<file path="src/rtl/axis_polar_clip_framer.sv">
// axis_polar_clip_framer: multi-lane AXI4-Stream polar clipper with TLAST regeneration.
// Lanes whose |x|^2 exceeds thresh_sq are attenuated by an arithmetic right shift.
// Three-stage bubble-collapsing pipeline: S1 squares, S2 sum/compare/shift, S3 output.
// Optional clipped-lane statistics counter built when POLAR_CLIP_STATS_EN is defined.

module axis_polar_clip_framer #(
  parameter int unsigned DATA_W     = 16,
  parameter int unsigned LANES      = 1,
  parameter int unsigned FRAME_LEN  = 256,
  parameter int unsigned CLIP_SHIFT = 1
) (
  input  logic                      axis_aclk,
  input  logic                      axis_aresetn,
  input  logic [2*DATA_W:0]         thresh_sq,
  input  logic [2*DATA_W*LANES-1:0] s_axis_tdata,
  input  logic                      s_axis_tvalid,
  output logic                      s_axis_tready,
  input  logic                      s_axis_tlast,
  input  logic [DATA_W*LANES/4-1:0] s_axis_tkeep,
  output logic [2*DATA_W*LANES-1:0] m_axis_tdata,
  output logic                      m_axis_tvalid,
  input  logic                      m_axis_tready,
  output logic                      m_axis_tlast,
  output logic [DATA_W*LANES/4-1:0] m_axis_tkeep,
`ifdef POLAR_CLIP_STATS_EN
  output logic [31:0]               clip_count,
  input  logic                      clip_count_clr,
`endif
  output logic [DATA_W*LANES/4-1:0] m_axis_tstrb
);

  localparam int unsigned SW = 2 * DATA_W;        // one complex sample
  localparam int unsigned TW = SW * LANES;        // TDATA width
  localparam int unsigned KW = DATA_W * LANES / 4; // TKEEP width
  localparam int unsigned MW = SW + 1;            // magnitude-squared width
  localparam int unsigned CW = (FRAME_LEN > 1) ? $clog2(FRAME_LEN) : 1;

  // Stage state
  logic                       r_s1_valid, r_s2_valid, r_m_valid;
  logic [TW-1:0]              r_s1_data, r_s2_data, r_m_data;
  logic [KW-1:0]              r_s1_keep, r_s2_keep, r_m_keep;
  logic                       r_s1_last, r_s2_last, r_m_last_up;
  logic [MW-1:0]              r_s1_thresh;
  logic [LANES-1:0][SW-1:0]   r_s1_isq, r_s1_qsq;
  logic [CW-1:0]              r_beat_cnt;

  // Handshake / advance wires
  logic w_m_hs, w_s3_ready, w_s2_adv, w_s2_ready, w_s1_adv, w_s1_ready;

  // Datapath wires
  logic signed [SW-1:0]       w_ie [LANES];
  logic signed [SW-1:0]       w_qe [LANES];
  logic [LANES-1:0][SW-1:0]   w_isq, w_qsq;
  logic [LANES-1:0][MW-1:0]   w_mag;
  logic [LANES-1:0]           w_clip;
  logic [TW-1:0]              w_s2_data;

  // A stage may load when empty or when its contents move on in the same cycle.
  assign w_m_hs        = r_m_valid & m_axis_tready;
  assign w_s3_ready    = ~r_m_valid | m_axis_tready;
  assign w_s2_adv      = r_s2_valid & w_s3_ready;
  assign w_s2_ready    = ~r_s2_valid | w_s2_adv;
  assign w_s1_adv      = r_s1_valid & w_s2_ready;
  assign w_s1_ready    = ~r_s1_valid | w_s1_adv;
  assign s_axis_tready = w_s1_ready & axis_aresetn;

  assign m_axis_tvalid = r_m_valid;
  assign m_axis_tdata  = r_m_data;
  assign m_axis_tkeep  = r_m_keep;
  assign m_axis_tstrb  = r_m_keep;
  // Counter only moves on a handshake, so TLAST is stable while stalled.
  assign m_axis_tlast  = r_m_valid & (r_m_last_up | (r_beat_cnt == CW'(FRAME_LEN - 1)));

  // S1 combinational: sign-extend each component and square it.
  always_comb begin
    w_isq = '0;
    w_qsq = '0;
    for (int k = 0; k < LANES; k++) begin
      w_ie[k]  = SW'($signed(s_axis_tdata[SW*k +: DATA_W]));
      w_qe[k]  = SW'($signed(s_axis_tdata[SW*k+DATA_W +: DATA_W]));
      w_isq[k] = w_ie[k] * w_ie[k];
      w_qsq[k] = w_qe[k] * w_qe[k];
    end
  end

  // S2 combinational: sum squares, strict compare, arithmetic shift of clipped lanes.
  always_comb begin
    w_mag     = '0;
    w_clip    = '0;
    w_s2_data = '0;
    for (int k = 0; k < LANES; k++) begin
      w_mag[k]  = {1'b0, r_s1_isq[k]} + {1'b0, r_s1_qsq[k]};
      w_clip[k] = w_mag[k] > r_s1_thresh;
      w_s2_data[SW*k +: DATA_W] = w_clip[k]
          ? DATA_W'($signed(r_s1_data[SW*k +: DATA_W]) >>> CLIP_SHIFT)
          : r_s1_data[SW*k +: DATA_W];
      w_s2_data[SW*k+DATA_W +: DATA_W] = w_clip[k]
          ? DATA_W'($signed(r_s1_data[SW*k+DATA_W +: DATA_W]) >>> CLIP_SHIFT)
          : r_s1_data[SW*k+DATA_W +: DATA_W];
    end
  end

  // S1 register: capture input beat, its threshold and the lane squares.
  always_ff @(posedge axis_aclk or negedge axis_aresetn) begin
    if (!axis_aresetn) begin
      r_s1_valid  <= 1'b0;
      r_s1_data   <= '0;
      r_s1_keep   <= '0;
      r_s1_last   <= 1'b0;
      r_s1_thresh <= '0;
      r_s1_isq    <= '0;
      r_s1_qsq    <= '0;
    end else if (w_s1_ready) begin
      r_s1_valid <= s_axis_tvalid;
      if (s_axis_tvalid) begin
        r_s1_data   <= s_axis_tdata;
        r_s1_keep   <= s_axis_tkeep;
        r_s1_last   <= s_axis_tlast;
        r_s1_thresh <= thresh_sq;
        r_s1_isq    <= w_isq;
        r_s1_qsq    <= w_qsq;
      end
    end
  end

  // S2 register: clipped samples.
  always_ff @(posedge axis_aclk or negedge axis_aresetn) begin
    if (!axis_aresetn) begin
      r_s2_valid <= 1'b0;
      r_s2_data  <= '0;
      r_s2_keep  <= '0;
      r_s2_last  <= 1'b0;
    end else if (w_s2_ready) begin
      r_s2_valid <= r_s1_valid;
      if (r_s1_valid) begin
        r_s2_data <= w_s2_data;
        r_s2_keep <= r_s1_keep;
        r_s2_last <= r_s1_last;
      end
    end
  end

  // S3 output register; contents held until the downstream handshake.
  always_ff @(posedge axis_aclk or negedge axis_aresetn) begin
    if (!axis_aresetn) begin
      r_m_valid   <= 1'b0;
      r_m_data    <= '0;
      r_m_keep    <= '0;
      r_m_last_up <= 1'b0;
    end else if (w_s3_ready) begin
      r_m_valid <= r_s2_valid;
      if (r_s2_valid) begin
        r_m_data    <= r_s2_data;
        r_m_keep    <= r_s2_keep;
        r_m_last_up <= r_s2_last;
      end
    end
  end

  // Frame beat counter; any emitted TLAST (regenerated or upstream) restarts the frame.
  always_ff @(posedge axis_aclk or negedge axis_aresetn) begin
    if (!axis_aresetn) begin
      r_beat_cnt <= '0;
    end else if (w_m_hs) begin
      r_beat_cnt <= m_axis_tlast ? '0 : r_beat_cnt + 1'b1;
    end
  end

`ifdef POLAR_CLIP_STATS_EN
  logic [LANES-1:0] r_s2_clip, r_m_clip;
  logic [31:0]      r_clip_count;
  logic [32:0]      w_cnt_sum;

  assign clip_count = r_clip_count;

  // Per-lane clip flags follow their beat through S2 and S3.
  always_ff @(posedge axis_aclk or negedge axis_aresetn) begin
    if (!axis_aresetn) begin
      r_s2_clip <= '0;
      r_m_clip  <= '0;
    end else begin
      if (w_s2_ready && r_s1_valid) r_s2_clip <= w_clip;
      if (w_s3_ready && r_s2_valid) r_m_clip  <= r_s2_clip;
    end
  end

  // Add the clipped lanes of the departing beat, one bit of headroom for saturation.
  always_comb begin
    w_cnt_sum = {1'b0, r_clip_count};
    for (int k = 0; k < LANES; k++) begin
      w_cnt_sum = w_cnt_sum + 33'(r_m_clip[k]);
    end
  end

  // Saturating clip counter; clear has priority over an increment.
  always_ff @(posedge axis_aclk or negedge axis_aresetn) begin
    if (!axis_aresetn) begin
      r_clip_count <= '0;
    end else if (clip_count_clr) begin
      r_clip_count <= '0;
    end else if (w_m_hs) begin
      r_clip_count <= w_cnt_sum[32] ? 32'hFFFF_FFFF : w_cnt_sum[31:0];
    end
  end
`endif

endmodule

</file>
<file path="config.mk">
export PLATFORM = sky130hd
export DESIGN_NAME = axis_polar_clip_framer
export DESIGN_NICKNAME = d
export VERILOG_FILES = /design/src/rtl/axis_polar_clip_framer.sv
export SDC_FILE = /design/constraint.sdc
export NUM_CORES = 2
export LEC_CHECK = 0
export CORE_ASPECT_RATIO = 0.6
export CORE_MARGIN = 2
export CORE_UTILIZATION = 42
export CTS_CLUSTER_SIZE = 12
export DETAILED_ROUTE_END_ITERATION = 12
export PLACE_DENSITY = 0.59
export SLEW_MARGIN = 5
export SYNTH_ARGS = -nofsm -noshare
export SYNTH_HDL_FRONTEND = slang
export SYNTH_SLANG_ARGS = --single-unit
</file>
<file path="constraint.sdc">
create_clock -name axis_aclk -period 4.7 [get_ports axis_aclk]
set_input_delay 0.47 -clock axis_aclk [delete_from_list [all_inputs] [get_ports axis_aclk]]
set_output_delay 0.47 -clock axis_aclk [all_outputs]
set_load 0.02 [all_outputs]
</file>
* Yosys cells after proc, flatten, opt, wreduce, memory -nomap -nowiden
Index checks and enable logic that the tools add are counted.
** Storage, ports and cells
- Input bits :: 74
- Word-level logic and storage cells :: 40
- Output and inout port bits :: 43
- Register bits after elaboration :: 219
** Cells by class
- Mux-type cells :: 3
- Order comparisons :: 1
- Reduce and logical (&&, ||, !) cells :: 3
- Add/subtract/negate cells :: 2
- Equality and inequality tests :: 1
- $mul :: 2
- Bitwise operators :: 12
** Operators with widths (count)
- multiplier 16 x 16 -> 32 bit :: 2
- adder 32 x 32 -> 33 bit :: 1
- > comparator 33 bit :: 1
- 2-to-1 mux 15 bit :: 2
- adder 8 x 1 -> 8 bit (second input constant) :: 1
- == test 8 bit (second input constant) :: 1
- 2-to-1 mux 8 bit :: 1
- AND reduction 2 bit :: 3
- AND 1 bit :: 5
- bitwise OR 1 bit :: 4
- NOT 1 bit :: 3

* Logic depth before layout (Yosys ltp)
- Word-level depth :: 7
- Depth in mapped cells :: 24

* Worst setup path after synthesis
OpenSTA, ideal clock, no wires.
- Path kind :: input -> register
- Start point :: in s_axis_tdata[21]
- End point :: reg r_s1_qsq[29] in the netlist's numbering
- Arrival time :: 6159 ps
- Path slack :: -1592 ps
- Buffers on the path :: 2
- Stages :: 22
- Library setup time :: 133 ps
- Cells stage by stage :: clkbuf_1 clkbuf_1 nand2_1 fa_1 inv_1 fa_1 fa_1 fa_1 fa_1 inv_1 fa_1 inv_1 ha_1 a21o_1 a21o_1 a21oi_1 o21ai_0 or2_4 a211o_1 a21oi_1 xor2_1 o21ai_0
** Between the ends
- Word-level cells in the longest chain between the ends :: 1
** Ends and longest elaborated chain
- start, declared :: RTL line 15 : input logic [2*DATA_W*LANES-1:0] s_axis_tdata,
- multiplier 16 x 16 -> 32 bit :: RTL line 82 : w_qsq[k] = w_qe[k] * w_qe[k];
- end signal, assigned :: RTL line 121 : r_s1_qsq <= w_qsq;
- end, declared :: RTL line 44 : logic [LANES-1:0][SW-1:0] r_s1_isq, r_s1_qsq;
Every way passes these cells.
A chain may end at the register's enable or synchronous reset.

* Worst setup path after layout
- Start point :: in s_axis_tdata[25]
- End point :: reg r_s1_qsq[31] in the netlist's numbering
Same word-level chain as after synthesis.

==> metrics.txt <==
final worst-path cycle share 1.21; vias in the first global route 24.0k; syn_area_per_cell 9.43 um^2; Max Cap Viol 0; register area 5380 um^2; cell taking the most area after synthesis fa_1; final setup margin -0.975 ns; post-synthesis cell count 2963; Critical Path End Type flop; H-tree Lvls 1; status finished with violations; Post-Syn Nets 3746; core area 66000 um^2; GR Overflow Total 0; largest stage delay on the critical path 0.53 ns; HPWL Detailed 58300 um; area delta synth->final 36.5%; area share of the largest cell type after synthesis 0.337; root buffer cell clkbuf_16; clk_lat worst skew 0.53 ns; crit-path most repeated cell fa_1; Die W 337 um; Port Buf Inserts 116; Die Y 204 um; Setup CP Type in -> reg; Ports 117; WL final 72800 um; DRT iter0 DRCs 1205; Post-synth EDFFs 0; global-route wire length before repair 123000 um; Post-synth top flop dfrtp_1; share of cells above drive strength 1 0.313; max-slew violation count 0; CTS tree built; Setup Skew 0.0111 ns; initial antenna violation count 0; synthesized area 27900 um^2; Setup-failing EPs final 72; # diodes 0; Max clock buf depth 3; mux cell area share after synthesis 0.0296; largest net degree at the start of global routing 91; Starting Density 0.423; vias 21.9k; startpoint types input port; gp weighted congestion 0.888; Fmax achieved 176 MHz; top cells by count, synth 677 x inv_1, 470 x fa_1, 412 x nand2_1; Synth cell types 60; minimum clock period 5.67 ns; Synth Register Bits 215; Hold Path Class in -> reg; Worst path slowest cell fa_2; Worst EP arrival 6.12 ns; XOR/XNOR share of the synthesized area 0.0336; register area share after synthesis 0.193; DRC viols 0; Worst-path clk slew 0.06 ns; DIE AREA 68600 um^2; asr flop ratio synth 1.00; simple-gate area share of the yosys netlist 0.111; Area contributors post-synth fa_1 34%, dfrtp_1 19%, ha_1 11%; Final nets 4415; slew margin rel. 0.222; gr usage total 0.222; largest family of logic cells by synthesized area adder cells; Synth Area in Adders 0.444; CP max FO 4; Final Hold Viols 0; final core occ 0.577; multi-input logic area 21500 um^2; Synth Warn # 0; failing checks setup timing; Worst EP required 5.14 ns; clock buffer count from CTS 22; router iterations before antenna repair 5; vias per cell 4.83; Post-DRT Antenna Nets 0; Rows 73; worst slew pin tran 1.16 ns; most numerous cell in the Yosys netlist inv_1; RSZ-0062 raised after global routing yes; Sink Count 215; filler instances 5695; crit-path cells buf_6 > buf_6 > buf_12 > and2_4 > fa_1 > inv_2 > fa_2 > fa_2 > fa_1 > inv_2 > fa_1 > fa_1 > ha_4 > and2_4 > nand2_2 > o32a_4 > nor3_2 > or2_4 > a211oi_2 > or4b_4 > and3_4 > o31ai_2; drt wl/cell 16.0 um; Compound-Gate Fraction of Synth Area 0.0841
==> final timing paths <==
check | start | to | slack, ns | depth (start not counted)
setup / recovery | s_axis_tdata[25] | r_s1_qsq[31] | -0.97 | 22
setup reg to reg | r_s1_qsq[3] | r_s2_data[27] | -0.34 | 21
min in group asynchronous | axis_aresetn | m_axis_tdata[6] | 0.54 | 2
hold / removal | s_axis_tdata[21] | r_s1_data[21] | 0.44 | 4
hold reg to reg | r_s1_keep[0] | r_s1_keep[0] | 0.49 | 2
max in group asynchronous | axis_aresetn | r_s1_data[27] | 2.76 | 3
==> cells by family (layout without fill, tap and decap cells) <==
logic type | after synthesis | count (layout)
and+or+nand+nor | 695 | 695
buffers and inverters | 776 | 1453
xor gates and xnor gates | 107 | 107
adders and majority gates | 709 | 709
AOI/OAI and AO/OA | 384 | 384
muxes | 77 | 77
DFF | 215 | 215
==> flip-flops by register name (all words and copies together) (netlist names) <==
register	count
r_s2_last	1
r_s1_valid	1
m_axis_tkeep	4
r_s1_thresh	33
r_s1_last	1
r_s2_data	32
r_m_last_up	1
r_s1_data	32
m_axis_tdata	32
r_s1_keep	4
r_beat_cnt	8
r_s2_valid	1
r_s2_keep	4
r_s1_isq	30
r_s1_qsq	30
m_axis_tvalid	1
==> what timing repair did <==
action                                 CTS  global route
endpoints found under the hold margin   79             0
setup endpoints to repair               78            75
resized for setup                      519           199
cloned                                  11             0
buffers inserted                       126            43
pin swaps                              263           203
hold buffers                             1             0
==> critical path, delay by kind of cell <==
family | cells | cell delay [ns]
buffers and inverters | 5 | 0.42
AND/OR/NAND/NOR | 7 | 1.39
adder cells (fa/ha/maj) | 7 | 3.22
AO/OA/AOI/OAI | 3 | 0.60
==> stage by stage <==
stage               worst slack, ns  TNS, ns  cells  hold slack, ns  cell area (um^2)
floorplan                     -1.16   -24.28   2963           0.174             28600
global placement              -1.92   -77.54   4349           0.457             34100
detailed placement            -2.00   -83.39   4349           0.469             34100
CTS                           -1.04   -33.48   4514           0.408             37300
global route                  -1.13   -47.05   4540           0.433             38100
finish                       -0.975   -34.70   4540           0.442             38100
==> cell type report <==
class                      instances  area share
multi-input combinational       1972       0.565
tap                              900      0.0295
clock inverter                     2     0.00121
sequential                       215       0.141
timing repair buffer             742       0.180
inverter                         679      0.0676
clock buffer                      30      0.0155
==> metal layers <==
layer / track usage / part of all wire / vias up
li1: - / - / 10400
met1: 0.344 / 0.50 / 11000
met2: 0.336 / 0.43 / 420
met3: 0.0378 / 0.061 / 57
met4: 0.0193 / 0.0085 / 0
met5: 0 / 0 / -
==> cells in the final DEF, fill, tap and decap left out, types with 11 or more instances in the layout <==
cell / instances
inv_1: 606
buf_4: 484
fa_1: 435
nand2_1: 364
dfrtp_1: 215
ha_1: 190
buf_6: 114
clkdlybuf4s50_1: 83
o21ai_0: 78
o21ai_1: 73
nor2_1: 67
inv_2: 63
xnor2_1: 53
and2_1: 50
mux2_2: 45
a21o_1: 42
ha_4: 40
and2_4: 36
fa_2: 35
a21oi_2: 33
xor2_1: 32
a21oi_1: 31
buf_12: 31
nand2_2: 25
nand2_4: 23
mux2i_1: 22
clkbuf_16: 22
xnor2_2: 20
nand2b_1: 17
o21bai_1: 16
a21oi_4: 15
o21ai_2: 14
nor2_2: 14
o21a_1: 13
and3_1: 13
buf_8: 13
nand4_1: 12
nand3_1: 12
nor3_1: 11
Power is not shown: default switching activity piles up to over one toggle a cycle in this logic, so the estimate is an artifact.
